### config.mk
export PLATFORM = sky130hd
export DESIGN_NAME = mem_arbiter
export DESIGN_NICKNAME = d
export VERILOG_FILES = /design/src/rtl/mem_arbiter.sv
export SDC_FILE = /design/constraint.sdc
export NUM_CORES = 1
export LEC_CHECK = 0
export CAP_MARGIN = 20
export CORE_ASPECT_RATIO = 1.5
export CORE_UTILIZATION = 34
export DETAILED_ROUTE_END_ITERATION = 6
export HOLD_SLACK_MARGIN = 0.05
export PLACE_DENSITY_LB_ADDON = 0.25
export SKIP_CTS_REPAIR_TIMING = 1
export SLEW_MARGIN = 20
export SYNTH_ARGS = -nofsm -noshare
export SYNTH_HDL_FRONTEND = slang
export SYNTH_SLANG_ARGS = --single-unit
### constraint.sdc
create_clock -name clk -period 1.63 [get_ports clk]
set_clock_uncertainty 0.05 [all_clocks]
set_input_delay 0.326 -clock clk [delete_from_list [all_inputs] [get_ports clk]]
set_output_delay 0.326 -clock clk [all_outputs]
set_load 0.02 [all_outputs]
### src/rtl/mem_arbiter.sv
// mem_arbiter: two-client arbiter merging instruction and data ports onto one memory bus
module mem_arbiter #(
  parameter bit ROUND_ROBIN    = 1'b0,
  parameter int QUIET_CYCLES   = 32,
  parameter int TIMEOUT_CYCLES = 64
) (
  input  logic        clk,
  input  logic        rst,
  input  logic        i_read,
  input  logic [15:0] i_address,
  output logic        i_resp,
  output logic [15:0] i_rdata,
  input  logic        d_read,
  input  logic        d_write,
  input  logic [1:0]  d_byte_enable,
  input  logic [15:0] d_address,
  input  logic [15:0] d_wdata,
  output logic        d_resp,
  output logic [15:0] d_rdata,
  output logic        mem_read,
  output logic        mem_write,
  output logic [1:0]  mem_byte_enable,
  output logic [15:0] mem_address,
  output logic [15:0] mem_wdata,
  input  logic        mem_resp,
  input  logic [15:0] mem_rdata,
  output logic        timeout_err
);
  localparam int CMAX = QUIET_CYCLES > TIMEOUT_CYCLES ? QUIET_CYCLES : TIMEOUT_CYCLES;
  localparam int CW   = $clog2(CMAX + 1);
  typedef enum logic [1:0] {QUIET, IDLE, BUSY, GAP} state_t;
  state_t      state_q, state_d;
  logic [CW-1:0] cnt_q, cnt_d;
  logic        last_data_q, last_data_d;
  logic        grant_data_q, grant_data_d;
  logic        err_q, err_d;
  logic        mem_read_q, mem_read_d;
  logic        mem_write_q, mem_write_d;
  logic [1:0]  be_q, be_d;
  logic [15:0] addr_q, addr_d;
  logic [15:0] wdata_q, wdata_d;
  logic        i_req, d_req, pick_data, busy;
  assign i_req     = i_read;
  assign d_req     = d_read | d_write;
  assign pick_data = d_req & (~i_req | ~ROUND_ROBIN | ~last_data_q);
  assign busy      = state_q == BUSY;
  assign i_resp          = mem_resp & busy & ~grant_data_q;
  assign d_resp          = mem_resp & busy & grant_data_q;
  assign i_rdata         = mem_rdata;
  assign d_rdata         = mem_rdata;
  assign mem_read        = mem_read_q;
  assign mem_write       = mem_write_q;
  assign mem_byte_enable = be_q;
  assign mem_address     = addr_q;
  assign mem_wdata       = wdata_q;
  assign timeout_err     = err_q;
  // next-state: quiet countdown, grant capture, completion and timeout tracking
  always_comb begin
    state_d      = state_q;
    cnt_d        = cnt_q;
    last_data_d  = last_data_q;
    grant_data_d = grant_data_q;
    err_d        = err_q;
    mem_read_d   = mem_read_q;
    mem_write_d  = mem_write_q;
    be_d         = be_q;
    addr_d       = addr_q;
    wdata_d      = wdata_q;
    unique case (state_q)
      QUIET: begin
        state_d = cnt_q == CW'(QUIET_CYCLES - 1) ? IDLE : QUIET;
        cnt_d   = cnt_q == CW'(QUIET_CYCLES - 1) ? '0 : cnt_q + CW'(1);
      end
      IDLE: if (i_req | d_req) begin
        state_d      = BUSY;
        cnt_d        = '0;
        grant_data_d = pick_data;
        last_data_d  = pick_data;
        mem_read_d   = ~pick_data | ~d_write;
        mem_write_d  = pick_data & d_write;
        be_d         = pick_data ? d_byte_enable : 2'b11;
        addr_d       = pick_data ? d_address : i_address;
        wdata_d      = pick_data ? d_wdata : 16'h0000;
      end
      BUSY: if (mem_resp) begin
        state_d     = GAP;
        cnt_d       = '0;
        mem_read_d  = 1'b0;
        mem_write_d = 1'b0;
      end else begin
        cnt_d = cnt_q == CW'(TIMEOUT_CYCLES) ? cnt_q : cnt_q + CW'(1);
        err_d = err_q | (cnt_q == CW'(TIMEOUT_CYCLES - 1));
      end
      GAP: state_d = IDLE;
      default: state_d = QUIET;
    endcase
  end
  // state and registered memory-bus outputs
  always_ff @(posedge clk) begin
    if (rst) begin
      state_q      <= QUIET;
      cnt_q        <= '0;
      last_data_q  <= 1'b0;
      grant_data_q <= 1'b0;
      err_q        <= 1'b0;
      mem_read_q   <= 1'b0;
      mem_write_q  <= 1'b0;
      be_q         <= 2'b00;
      addr_q       <= 16'h0000;
      wdata_q      <= 16'h0000;
    end else begin
      state_q      <= state_d;
      cnt_q        <= cnt_d;
      last_data_q  <= last_data_d;
      grant_data_q <= grant_data_d;
      err_q        <= err_d;
      mem_read_q   <= mem_read_d;
      mem_write_q  <= mem_write_d;
      be_q         <= be_d;
      addr_q       <= addr_d;
      wdata_q      <= wdata_d;
    end
  end
endmodule

# Yosys cells after proc, flatten, opt, wreduce, memory -nomap -nowiden
# Index checks and enable logic that the tools add are counted.
[totals]
ff_bits = 47
inputBits = 72
[classes]
add_sub_neg = 1
n_bitwise = 12
reduce_logical = 8
n_eq_ne = 9
mux = 17
[op_table]
columns = ["operator", "n"]
rows = [
  ["$mux W16", 2],
  ["$mux W7", 4],
  ["$pmux W7 S3", 1],
  ["$pmux W2 S4", 1],
  ["$add A7 B1 Y7 const B", 1],
  ["$eq A7 B5 Y1 const B", 1],
  ["$eq A7 B6 Y1 const B", 1],
  ["$eq A7 B7 Y1 const B", 1],
  ["$mux W2", 3],
  ["$reduce_and A2 Y1", 3],
  ["$reduce_and A3 Y1", 2],
  ["$and A1 B1 Y1", 4],
  ["$eq A2 B2 Y1 const B", 2],
  ["$mux W1", 4],
  ["$ne A2 B2 Y1 const B", 2],
  ["$not A1 Y1", 4],
  ["$or A1 B1 Y1", 4],
  ["$pmux W1 S2", 2],
  ["$ne A3 B3 Y1 const B", 1],
  ["$reduce_bool A3 Y1", 1],
  ["$eq A2 B1 Y1 const B", 1],
  ["$logic_not A2 Y1", 1],
  ["$reduce_bool A2 Y1", 1],
]

# Longest topological paths before layout
# Gate-level depths: netlist of run 1.
[logic_depth]
word_depth = 5
ltp_mapped = 8
ltp_nobuf = 6

# Worst setup path before layout of run 1
# OpenSTA, ideal clock, no wires.
[synth_path]
path_type = "reg-to-reg"
startpoint = "reg state_q[0]"
endpoint = "reg cnt_q[6]"
slack_ps = -122
required_time_ps = 1492
t_arrival_ps = 1614
path_buffers = 1
setup_time_ps = 88
stages_incl_launch_ff = 8
cell_sequence = "dfxtp_1 -> inv_1 -> ha_1 -> nor4bb_1 -> a211o_1 -> buf_6 -> nand2b_4 -> o32ai_2"
[synth_between]
elab_chain_cells = 3
[synth_lines]
columns = ["item", "line_no", "rtl"]
rows = [
  ["start, declared", "32", "state_t state_q, state_d;"],
  ["start signal, assigned", "112", "state_q <= state_d;"],
  ["$eq A2 B2 Y1, or another cell as far along", "69", "unique case (state_q)"],
  ["$ne A3 B3 Y1 (no line), or another cell as far along", "n/a", ""],
  ["$reduce_and A3 Y1 (no line)", "n/a", ""],
  ["end signal, assigned", "113", "cnt_q <= cnt_d;"],
  ["end, declared", "33", "logic [CW-1:0] cnt_q, cnt_d;"],
]
# Several ways; a longest one is shown, not always the timed one.
# A chain may end at the register's enable or synchronous reset.

# Final worst setup path of run 1
[layout_path]
startpoint = "reg state_q[1]"
endpoint = "reg addr_q[6], in the netlist mem_address[6]"
[layout_between]
elab_chain_cells = 2
[layout_lines]
columns = ["item", "line_no", "rtl"]
rows = [
  ["$eq A2 B1 Y1", "n/a", ""],
  ["$reduce_and A2 Y1 (no line)", "n/a", ""],
  ["end signal, assigned", "120", "addr_q <= addr_d;"],
  ["end, declared", "40", "logic [15:0] addr_q, addr_d;"],
]
# Every way passes these cells.

==> flow_summary.ini, run 1 <==
[routing]
wl_um = 6270
via_per_inst = 5.15
drc = 30
drtIter0Drc = 148
wl_per_cell_um = 14.3
antenna_left = 0
num_vias = 2255
drtPass1Iterations = 7

[final_layout]
area_growth_pct = 50.7
final_cell_count_no_fill = 438
nNetsFinal = 437
final_area_mm2 = 0.00361
diodes = 0
drive_above_1_share = 0.169
final_util = 0.526

[global_routing]
grt_max_degree = 24
grt_pass1_wl_um = 10100
first_global_vias = 2165
grt_antenna_before_repair = 0
grt_overflow = 0
grt_usage = 0.169

[yosys]
synth_mux_area_frac = 0.00418
ys.flop_type = dfxtp_1
synth-compound-area-share = 0.214
synth-xor-area-share = 0
yosysMostFrequentCell = dfxtp_1
syn-mean-instance-area_um2 = 8.55
syn_nets = 358
synth_top_family_by_area = compound AO/OA/AOI/OAI gates
postSynthCellCount = 280
yosysTopAreaCell = dfxtp_1
synth-edff-count = 0
yosysWarnings = 0
ys_seq_area_frac = 0.393
synthTopCellsByArea = dfxtp_1, buf_4, nor2_1
synth_commonest_cells = dfxtp_1, nor2_1, buf_4
yosysTopAreaCellShare = 0.393
ys_ff_latch = 47
synth_fa_ha_area_frac = 0.0314
synth-simple-area-share = 0.196
syn_area_mm2 = 0.00239
async_flop_share = 0
synth_cell_types = 41

[sta]
fin_ws_ps = 14.8
maxSlewViolCount = 0
hold_viol_final = 0
post-route-period-util = 0.991
fin_crit_ps = 1620
max_slew_margin = 0.702
fmax_mhz = 619
worst_pin_slew_ps = 440
finalSetupViolCount = 0
tns_ps = 0
hold_ws_ps = 312
grt_setup_unrepaired = true

[place]
dp.cells = 430
place.port_buffers = 94
post-place-ws_ps = -402
gp_congestion = 0.790
hpwl_um = 4440
dpl_cell_area_mm2 = 0.00335

[setup_path]
crit_type = flop to flop
arrival_ps = 1760
reg2regPathDepth = 7
crit_required_ps = 1780
r2r-end = mem_address[6]
endpoint_kind = flop
crit_path_start_kind = flop
rrSetupSlack_ps = 10
crit_fanout = 20
crit_end = mem_address[6]
crit_start = state_q[1]
r2r_start = state_q[1]

[floorplanning]
num_rows = 37
die_w_um = 70.5
io_pins = 143
start_util = 0.349
core_area_mm2 = 0.00685
die_area_mm2 = 0.00739
die_height_um = 105

[power]
p_seq_frac = 0.404
switchingPower_mw = 1.11
power.share.clock = 0.217
sw_frac_of_total = 0.322
power.total_mw = 3.45
pwr-share-comb = 0.379
p_int_mw = 2.33
power.density_mw_per_mm2 = 955
ir_worst_vdd_uv = 431
p_leak_nw = 1.93

[job]
cap_viol_max_count = 0

[clock_network]
ctsRootBufferMaster = clkbuf_8
clk_pin_slew_ps = 90
cts_tree = built
cts_sinks = 47
clockBufferDepth = 2
clk_latency_ps = 300
cts_made_buffers = 5
htree_levels = 2

[min_path]
hp-class = input pin to flop

[run_status]
violations = DRC
status = finished with violations
[routing by layer]
layer	GRT usage	vias to the layer above	part of all wire
met5	0	-	0
met4	0.0685	0	0.021
met3	0.0280	18	0.060
met2	0.316	65	0.54
met1	0.183	1054	0.38
li1	-	1118	-
[worst min path at each step]
stage,start,endpoint,slack [ps],cells past startpoint
after detailed placement,timeout_err,timeout_err,420,2
after global placement,timeout_err,timeout_err,410,2
after floorplan,grant_data_q,grant_data_q,390,2
after CTS,rst,mem_wdata[14],310,2
final,rst,mem_wdata[14],310,2
after global routing,rst,timeout_err,320,2
[critical path: stages (launching register included)]
cell      delay, ps
dfxtp_2         360
inv_2           100
ha_4            140
buf_6           110
o31a_1          230
buf_12          180
nor2_1           60
a311oi_2        290
[power groups by stage]
stage               logic, mW  registers, mW  clock network, mW
finish                   1.31           1.39              0.747
global placement         1.25           1.41                  0
floorplan               0.650           1.54                  0
detailed placement       1.27           1.42                  0
global route             1.43           1.42              0.831
CTS                      1.27           1.39              0.776
[cells in the final DEF, fill, tap and decap left out, drive strengths merged, types with 4 or more instances in the layout]
| cell | n |
|---|---|
| ha | 6 |
| nand2b | 4 |
| inv | 5 |
| buf | 32 |
| clkbuf | 8 |
| dfxtp | 47 |
| dlymetal6s2s | 40 |
| nand3b | 4 |
| clkdlybuf4s50 | 51 |
| a311oi | 16 |
| nor2 | 42 |
| nand2 | 21 |
| or3 | 4 |
| a21oi | 10 |
| o21ai | 23 |
| a22oi | 16 |
| nor3 | 4 |
[registers in the layout, summed over array words and instances (netlist names), 2 cells and up]
name / cells
state_q: 2
mem_wdata: 16
cnt_q: 7
mem_address: 16
mem_byte_enable: 2
[final cells by class]
class | count | area [µm²]
fillers | 656 | 3250
repair buffers | 124 | 1290
multi-input cells | 176 | 1160
flip-flops and latches | 47 | 946
well taps | 78 | 97.6
clock buffers | 7 | 86.3
inverters | 5 | 18.8
clock inverters | 1 | 8.76
[logic make-up after synthesis]
logic type | after synthesis
multiplexers | 1
buffers and inverters | 57
adder cells (fa/ha/maj) | 6
flip-flops | 47
AO/OA/AOI/OAI | 74
AND/OR/NAND/NOR | 95
No activity file was read; power rests on OpenSTA's default activity.
==> run 2, diff against run 1 <==
Settings changed: CTS_CLUSTER_DIAMETER set to 120, SETUP_SLACK_MARGIN set to 0.4.
==> flow_summary.ini, run 2 (synthesis results as in run 1) <==
[setup_path]
crit_chain = inv_1 -> ha_1 -> nor4bb_1 -> a211o_2 -> nand2b_4 -> o32ai_2
rrSetupSlack_ps = -20
crit_fanout = 8
arrival_ps = 1820
crit_type = flop to flop
endpoint_kind = flop
max_stage_delay_ps = 400
crit_required_ps = 1790
crit_path_start_kind = flop
cpLargestDelayFamily = compound AO/OA/AOI/OAI gates
crit_buf_inv = 1
slowest_stage = a211o_2

[sta]
finalSetupViolCount = 3
post-route-period-util = 1.01
max_slew_margin = 0.768
worst_pin_slew_ps = 349
maxSlewViolCount = 0
tns_ps = -35.4
fin_crit_ps = 1650
grt_setup_unrepaired = true
hold_viol_final = 0
fmax_mhz = 605
fin_ws_ps = -23.4

[routing]
drtPass1Iterations = 6
via_per_inst = 5.17
wl_um = 6970
drc = 26
num_vias = 2335
drtIter0Drc = 118
antenna_left = 0
wl_per_cell_um = 15.4

[power]
power.total_mw = 3.65
p_leak_nw = 1.46
ir_worst_vdd_uv = 619
power.density_mw_per_mm2 = 976

[floorplanning]
io_pins = 143
die_area_mm2 = 0.00739
die_w_um = 70.5
num_rows = 37
start_util = 0.349
core_area_mm2 = 0.00685
die_height_um = 105

[run_status]
violations = DRC, setup timing
status = finished with violations

[global_routing]
grt_max_degree = 37
grt_usage = 0.164
grt_pass1_wl_um = 9800
first_global_vias = 2119
grt_antenna_before_repair = 0
grt_overflow = 0

[final_layout]
final_area_mm2 = 0.00374
area_growth_pct = 56.2
diodes = 0
final_cell_mix = clkdlybuf4s50_1, dfxtp_1, buf_4
final_util = 0.546
final_common_cell = clkdlybuf4s50_1
nNetsFinal = 451
drive_above_1_share = 0.396

[clock_network]
clk_latency_ps = 300
cts_made_buffers = 5
clockBufferDepth = 2
cts_tree = built
ctsRootBufferMaster = clkbuf_8
htree_levels = 2
clk_pin_slew_ps = 90
cts_sinks = 47

[place]
hpwl_um = 4460
place.port_buffers = 94
gp_congestion = 0.768
post-place-ws_ps = -370
dpl_cell_area_mm2 = 0.00341

[job]
cap_viol_max_count = 0

[min_path]
hp-class = input pin to flop
run 2: cell types whose count changed in the layout (fill, tap and decap cells not counted), sizes merged:
cell | previous run | this run
dlymetal6s2s | 40 | 3
clkbuf | 8 | 28
buf | 32 | 63
run 2: layout make-up:
cell class	instances	area, µm²
fill	666	3110
clock buffer	7	76.3
tap	78	97.6
timing repair buffer	138	1260
clock inverter	1	5.00
sequential	47	953
inverter	5	21.3
multi-input combinational	176	1320
run 2: routing by layer:
metal  vias up  track usage  share of wire
met5         -            0              0
met1      1121        0.186           0.39
met2        63        0.302           0.54
li1       1139            -              -
met3        12       0.0270          0.054
met4         0       0.0583          0.013
run 2: metrics by stage:
stage          hold slack, ps  std cells
2_1_floorplan             406        280
3_3_place_gp              416        428
3_5_place_dp              414        428
4_1_cts                   378        436
5_1_grt                   412        452
6_report                  389        452
run 2: worst paths after layout:
check        cells past startpoint      start              to
max                              6   cnt_q[0]        cnt_q[6]
min                              2        rst  mem_address[3]
max reg2reg                      6   cnt_q[0]        cnt_q[6]
min reg2reg                      2  mem_write       mem_write
run 2: where the power goes:
| part | switching, mW | leakage, nW | total (mW) | internal (mW) |
|---|---|---|---|---|
| registers | 0.121 | 0.383 | 1.43 | 1.31 |
| clock network | 0.384 | 0.0422 | 0.686 | 0.302 |
| logic | 0.730 | 1.04 | 1.53 | 0.804 |
